[src/rtl/dcache_refill_ctrl_pkg.sv]
// Shared types and constants for the data-cache refill controller.
// Holds the controller state encoding and the doubleword alignment helper.
package dcache_refill_ctrl_pkg;

  typedef enum logic [2:0] {
    IDLE,
    LOOKUP,
    MEM_REQ,
    MEM_WAIT,
    RESP
  } state_t;

  localparam logic [63:0] DW_ALIGN = 64'hFFFF_FFFF_FFFF_FFF8;

  function automatic logic [63:0] dwAlign(input logic [63:0] addr);
    return addr & DW_ALIGN;
  endfunction

endpackage

[src/rtl/dcache_refill_ctrl_sat_counter.sv]
// Saturating up-counter used for the cache hit/miss statistics.
// Holds at all-ones instead of wrapping so long runs never read back as small counts.
module sat_counter #(
  parameter int CNT_W = 32
) (
  input  logic             clk,
  input  logic             rst,
  input  logic             inc,
  output logic [CNT_W-1:0] count
);

  logic [CNT_W-1:0] r_count;

  always_ff @(posedge clk) begin
    if (rst) begin
      r_count <= '0;
    end else if (inc && (r_count != '1)) begin
      r_count <= r_count + CNT_W'(1);
    end
  end

  assign count = r_count;

endmodule

[src/rtl/dcache_refill_ctrl.sv]
// Load/store controller between the core, a direct-indexed data cache and the memory bus.
// Loads refill on miss, stores write through and update the cache only on a hit.
module dcache_refill_ctrl
  import dcache_refill_ctrl_pkg::*;
#(
  parameter int CNT_W = 32
) (
  input  logic             clk,
  input  logic             rst,
  input  logic             req_valid,
  output logic             req_ready,
  input  logic             req_write,
  input  logic [63:0]      req_addr,
  input  logic [63:0]      req_wdata,
  input  logic [7:0]       req_wmask,
  output logic             resp_valid,
  output logic [63:0]      resp_rdata,
  output logic [63:0]      cache_raddr,
  input  logic             cache_hit,
  input  logic [63:0]      cache_rdata,
  output logic             cache_upd,
  output logic [63:0]      cache_upd_addr,
  output logic [63:0]      cache_upd_data,
  output logic             cache_wupd,
  output logic [63:0]      cache_wupd_addr,
  output logic [63:0]      cache_wdata,
  output logic [7:0]       cache_wmask,
  output logic             mem_req_valid,
  input  logic             mem_req_ready,
  output logic             mem_req_write,
  output logic [63:0]      mem_req_addr,
  output logic [63:0]      mem_req_wdata,
  output logic [7:0]       mem_req_wmask,
  input  logic             mem_resp_valid,
  input  logic [63:0]      mem_resp_rdata,
  output logic [CNT_W-1:0] hit_cnt,
  output logic [CNT_W-1:0] miss_cnt
);

  state_t      r_state;
  logic        r_reqReady;
  logic        r_write;
  logic [63:0] r_addr;
  logic [63:0] r_wdata;
  logic [7:0]  r_wmask;
  logic        r_hitFlag;
  logic [63:0] r_rdata;
  logic        r_respValid;
  logic        r_cacheUpd;
  logic        r_cacheWupd;
  logic        r_memReqValid;

  logic w_lookup;
  logic w_hitInc;
  logic w_missInc;

  // Every transaction walks IDLE -> LOOKUP -> (MEM_REQ -> MEM_WAIT ->) RESP -> IDLE,
  // with all strobes registered so the cache write lands in the same cycle as resp_valid.
  always_ff @(posedge clk) begin
    if (rst) begin
      r_state       <= IDLE;
      r_reqReady    <= 1'b1;
      r_write       <= 1'b0;
      r_addr        <= '0;
      r_wdata       <= '0;
      r_wmask       <= '0;
      r_hitFlag     <= 1'b0;
      r_rdata       <= '0;
      r_respValid   <= 1'b0;
      r_cacheUpd    <= 1'b0;
      r_cacheWupd   <= 1'b0;
      r_memReqValid <= 1'b0;
    end else begin
      r_respValid <= 1'b0;
      r_cacheUpd  <= 1'b0;
      r_cacheWupd <= 1'b0;
      case (r_state)
        IDLE: begin
          if (req_valid) begin
            r_addr     <= req_addr;
            r_write    <= req_write;
            r_wdata    <= req_wdata;
            r_wmask    <= req_wmask;
            r_reqReady <= 1'b0;
            r_state    <= LOOKUP;
          end
        end
        LOOKUP: begin
          r_hitFlag <= cache_hit;
          if (!r_write && cache_hit) begin
            r_rdata     <= cache_rdata;
            r_respValid <= 1'b1;
            r_state     <= RESP;
          end else begin
            r_rdata       <= '0;
            r_memReqValid <= 1'b1;
            r_state       <= MEM_REQ;
          end
        end
        MEM_REQ: begin
          if (mem_req_ready) begin
            r_memReqValid <= 1'b0;
            r_state       <= MEM_WAIT;
          end
        end
        MEM_WAIT: begin
          // Cache writes wait for memory completion so the cache never runs ahead of memory.
          if (mem_resp_valid) begin
            if (!r_write) begin
              r_rdata <= mem_resp_rdata;
            end
            r_respValid <= 1'b1;
            r_cacheUpd  <= !r_write;
            r_cacheWupd <= r_write && r_hitFlag;
            r_state     <= RESP;
          end
        end
        RESP: begin
          r_reqReady <= 1'b1;
          r_state    <= IDLE;
        end
        default: begin
          r_reqReady <= 1'b1;
          r_state    <= IDLE;
        end
      endcase
    end
  end

  assign w_lookup  = (r_state == LOOKUP);
  assign w_hitInc  = w_lookup && cache_hit;
  assign w_missInc = w_lookup && !cache_hit;

  sat_counter #(.CNT_W(CNT_W)) u_hitCnt (
    .clk   (clk),
    .rst   (rst),
    .inc   (w_hitInc),
    .count (hit_cnt)
  );

  sat_counter #(.CNT_W(CNT_W)) u_missCnt (
    .clk   (clk),
    .rst   (rst),
    .inc   (w_missInc),
    .count (miss_cnt)
  );

  assign req_ready       = r_reqReady;
  assign resp_valid      = r_respValid;
  assign resp_rdata      = r_rdata;
  assign cache_raddr     = r_addr;
  assign cache_upd       = r_cacheUpd;
  assign cache_upd_addr  = r_addr;
  assign cache_upd_data  = r_rdata;
  assign cache_wupd      = r_cacheWupd;
  assign cache_wupd_addr = r_addr;
  assign cache_wdata     = r_wdata;
  assign cache_wmask     = r_wmask;
  assign mem_req_valid   = r_memReqValid;
  assign mem_req_write   = r_write;
  assign mem_req_addr    = dwAlign(r_addr);
  assign mem_req_wdata   = r_wdata;
  assign mem_req_wmask   = r_wmask;

endmodule

[config.mk]
export PLATFORM = sky130hd
export DESIGN_NAME = dcache_refill_ctrl
export DESIGN_NICKNAME = d
export VERILOG_FILES = /design/src/rtl/dcache_refill_ctrl_pkg.sv /design/src/rtl/dcache_refill_ctrl_sat_counter.sv /design/src/rtl/dcache_refill_ctrl.sv
export SDC_FILE = /design/constraint.sdc
export NUM_CORES = 1
export LEC_CHECK = 0
export ABC_AREA = 1
export CORE_AREA = 2 2 342 344
export CTS_CLUSTER_DIAMETER = 80
export DETAILED_ROUTE_END_ITERATION = 10
export DIE_AREA = 0 0 344 346
export PLACE_DENSITY = 0.32
export SYNTH_ARGS = -nofsm -noshare
export SYNTH_HDL_FRONTEND = slang
export SYNTH_HIERARCHICAL = 1
export SYNTH_SLANG_ARGS = --single-unit
[constraint.sdc]
create_clock -name clk -period 2.8 [get_ports clk]
set_input_delay 0.56 -clock clk [delete_from_list [all_inputs] [get_ports clk]]
set_output_delay 0.56 -clock clk [all_outputs]
set_load 0.03 [all_outputs]
==> results.json <==
{
  "cts.sinks": 274,
  "r2r_setup_slack_ns": 0.49,
  "overflow": 0,
  "ys_warn_count": 6,
  "synth_seq_cells": 274,
  "met2_usage_pct": 22.1,
  "setup_slack_ns": 0.275,
  "path_clk_slew_ns": 0.05,
  "fin_setup_tns_ns": 0,
  "r2r_cells": 10,
  "grt_pass1_vias": 15100,
  "initial_core_util_pct": 13.5,
  "root_buffer": "clkbuf_16",
  "syn-instance-count": 2316,
  "path_class": "reg2out",
  "whs_endpoint": "cache_wdata[26]",
  "crit_fanout": 3,
  "cts_buffer_depth": 3,
  "avgSynthCellArea_um2": 6.72,
  "grt_start_max_net_pins": 117,
  "startpoint_type": "flop",
  "status": "finished, final reports clean",
  "vias_per_cell": 3.52,
  "fmax_mhz": 396,
  "ir_worst_vdd_mv": 0.426,
  "first_pass_iters": 6,
  "antenna_left": 0,
  "drive_gt1_share_pct": 6.10,
  "dp_hpwl_um": 65400,
  "cts_setup_buffers": 0,
  "fp.dieArea_um2": 119000,
  "drt-wirelength-per-cell_um": 18.7,
  "grtUsageMet1_pct": 16.7,
  "power_w": 0.0238,
  "num_rows": 125,
  "min_path_cells": 2,
  "pwr_density_cell_nw_per_um2": 953,
  "period_share_pct": 90.2,
  "cts_max_level": 2,
  "crit_family": "buffers and inverters",
  "clk_latency_ns": 0.58,
  "numCtsBuffers": 45,
  "grt_pass1_wl_um": 114000,
  "io_pins": 869,
  "hold_buffers": 0,
  "cap_violations": 0,
  "syn_area_um2": 15600,
  "setup_viol": 0,
  "track_usage_pct": 13.2,
  "crit_arrival_ns": 1.97,
  "vias": 15400,
  "ys_seq_area_share_pct": 35.3,
  "synth.distinct_cells": 32,
  "crit_path_top_delay_cell": "clkdlybuf4s50_1",
  "route.detailed.drc": 0,
  "busiest_layer": "met2",
  "area_growth_pct": 60.7,
  "cp_num_buf_inv": 1,
  "die_h_um": 346,
  "hp-start": "cache_wdata[26]",
  "tightestPinTransition_ns": 0.764,
  "use_met3_pct": 3.47,
  "clock_skew_ns": 0.0154,
  "required_ns": 2.24,
  "leakage_nw": 9.82,
  "crit_path_cell_trace": "clkdlybuf4s50_1",
  "hold_path_class": "reg2reg",
  "cts_tree": "built",
  "place_ws_ns": 0.429,
  "drv_slew": 0,
  "ff_latch_area_um2": 5490,
  "port_buffers": 865,
  "ctsResizeCount": 0,
  "fillers": 12900,
  "rsz0062_at_grt": "false",
  "drt_iter0_markers": 709,
  "place_congestion": 0.781,
  "reg2reg_to": "u_hitCnt/count[30]",
  "antenna_found_initial": 20,
  "core_area_um2": 115000,
  "die_x_um": 344,
  "routed_wl_um": 82000,
  "r2r_start": "r_state[1]",
  "end_kind": "primary output",
  "multi_input_area_um2": 6050,
  "fin_crit_ns": 2.53,
  "critPathMaxStageDelay_ns": 0.82,
  "fin_nets": 3092,
  "slew_headroom_pct": 49.1,
  "hold_viol": 0
}
[power breakdown]
group	internal, W	switching, W	total [W]
sequential	0.00480	0.00127	0.00606
combinational	0.00465	0.00732	0.0120
clock	0.00358	0.00220	0.00577
[placed cells by master, fill, tap and decap left out, drive strengths merged]
| cell | n |
|---|---|
| a211oi | 1 |
| bufinv | 5 |
| nand4 | 28 |
| a21oi | 177 |
| o21ai | 140 |
| ha | 2 |
| nor3 | 9 |
| clkinvlp | 2 |
| nor2 | 295 |
| and2 | 2 |
| conb | 3 |
| clkdlybuf4s50 | 863 |
| buf | 28 |
| dfxtp | 274 |
| a31oi | 11 |
| diode | 10 |
| clkinv | 10 |
| nand2 | 525 |
| nand3 | 135 |
| clkbuf | 60 |
| inv | 280 |
| nand3b | 2 |
[sequential cells by signal, summed over array words and instances, names as in the netlist]
signal           flops
cache_raddr         64
cache_upd            1
cache_upd_data      64
cache_wdata         64
cache_wmask          8
cache_wupd           1
mem_req_valid        1
mem_req_write        1
r_hitFlag            1
r_state              3
req_ready            1
resp_valid           1
u_hitCnt/count      32
u_missCnt/count     32
[cell type report]
type                            instances  area share, %
Tap cell                             1524           7.63
Clock inverter                         20           1.01
Timing Repair Buffer                  891           36.0
Clock buffer                           60           4.97
Antenna cell                           10          0.100
Multi-Input combinational cell       1330           24.2
Sequential cell                       274           22.0
Inverter                              277           4.18
[cell usage after synthesis (all sizes together)]
| cell type | instances | share of area (%) |
|---|---|---|
| buf | 390 | 18 |
| a21oi | 177 | 5.7 |
| a31oi | 11 | 0.44 |
| ha | 2 | 0.16 |
| nand2 | 525 | 13 |
| nor2 | 295 | 7.9 |
| and2 | 2 | 0.080 |
| o21ai | 140 | 4.5 |
| clkinv | 3 | 0.072 |
| inv | 274 | 6.6 |
| nand3b | 2 | 0.097 |
| clkbuf | 47 | 1.2 |
| nand3 | 135 | 4.8 |
| a211oi | 1 | 0.048 |
| conb | 1 | 0.024 |
| nand4 | 28 | 1.3 |
| nor3 | 9 | 0.35 |
| dfxtp | 274 | 35 |
[worst max-delay path by stage]
stage               startpoint             endpoint  slack [ns]  cells past startpoint
3_5_place_dp        r_state[1]   u_hitCnt/count[30]        0.43                     10
6_report       cache_wdata[41]      cache_wdata[41]        0.27                      1
4_1_cts          mem_req_write        mem_req_write        0.16                      1
2_1_floorplan        cache_hit  u_missCnt/count[25]        0.68                     12
3_3_place_gp         req_valid      cache_wdata[60]        0.45                      5
5_1_grt          mem_req_write        mem_req_write        0.16                      1
[layer usage]
layer | part of all wire, % | routed length, um
met5 | 0.035 | 29
met4 | 2.0 | 1610
met3 | 6.3 | 5180
met2 | 48 | 39000
met1 | 44 | 36200
[cell families after synthesis]
group	share of synthesized area [%]
compound gates	10.7
other cells	0.0241
simple gates	27.7
flops	35.3
fa+ha+maj	0.161
buf+inv	26.1
[stage by stage]
step	hold slack [ns]	cells	cell area, um2	util [%]
after CTS	0.463	4376	25000	21.6
after floorplan	0.421	2318	15600	-
after detailed placement	0.454	4296	23500	20.3
after global placement	0.449	4296	23500	20.3
final	0.458	4386	25000	21.6
after global routing	0.483	4382	25000	21.6
(Power assumes the default switching activity.)
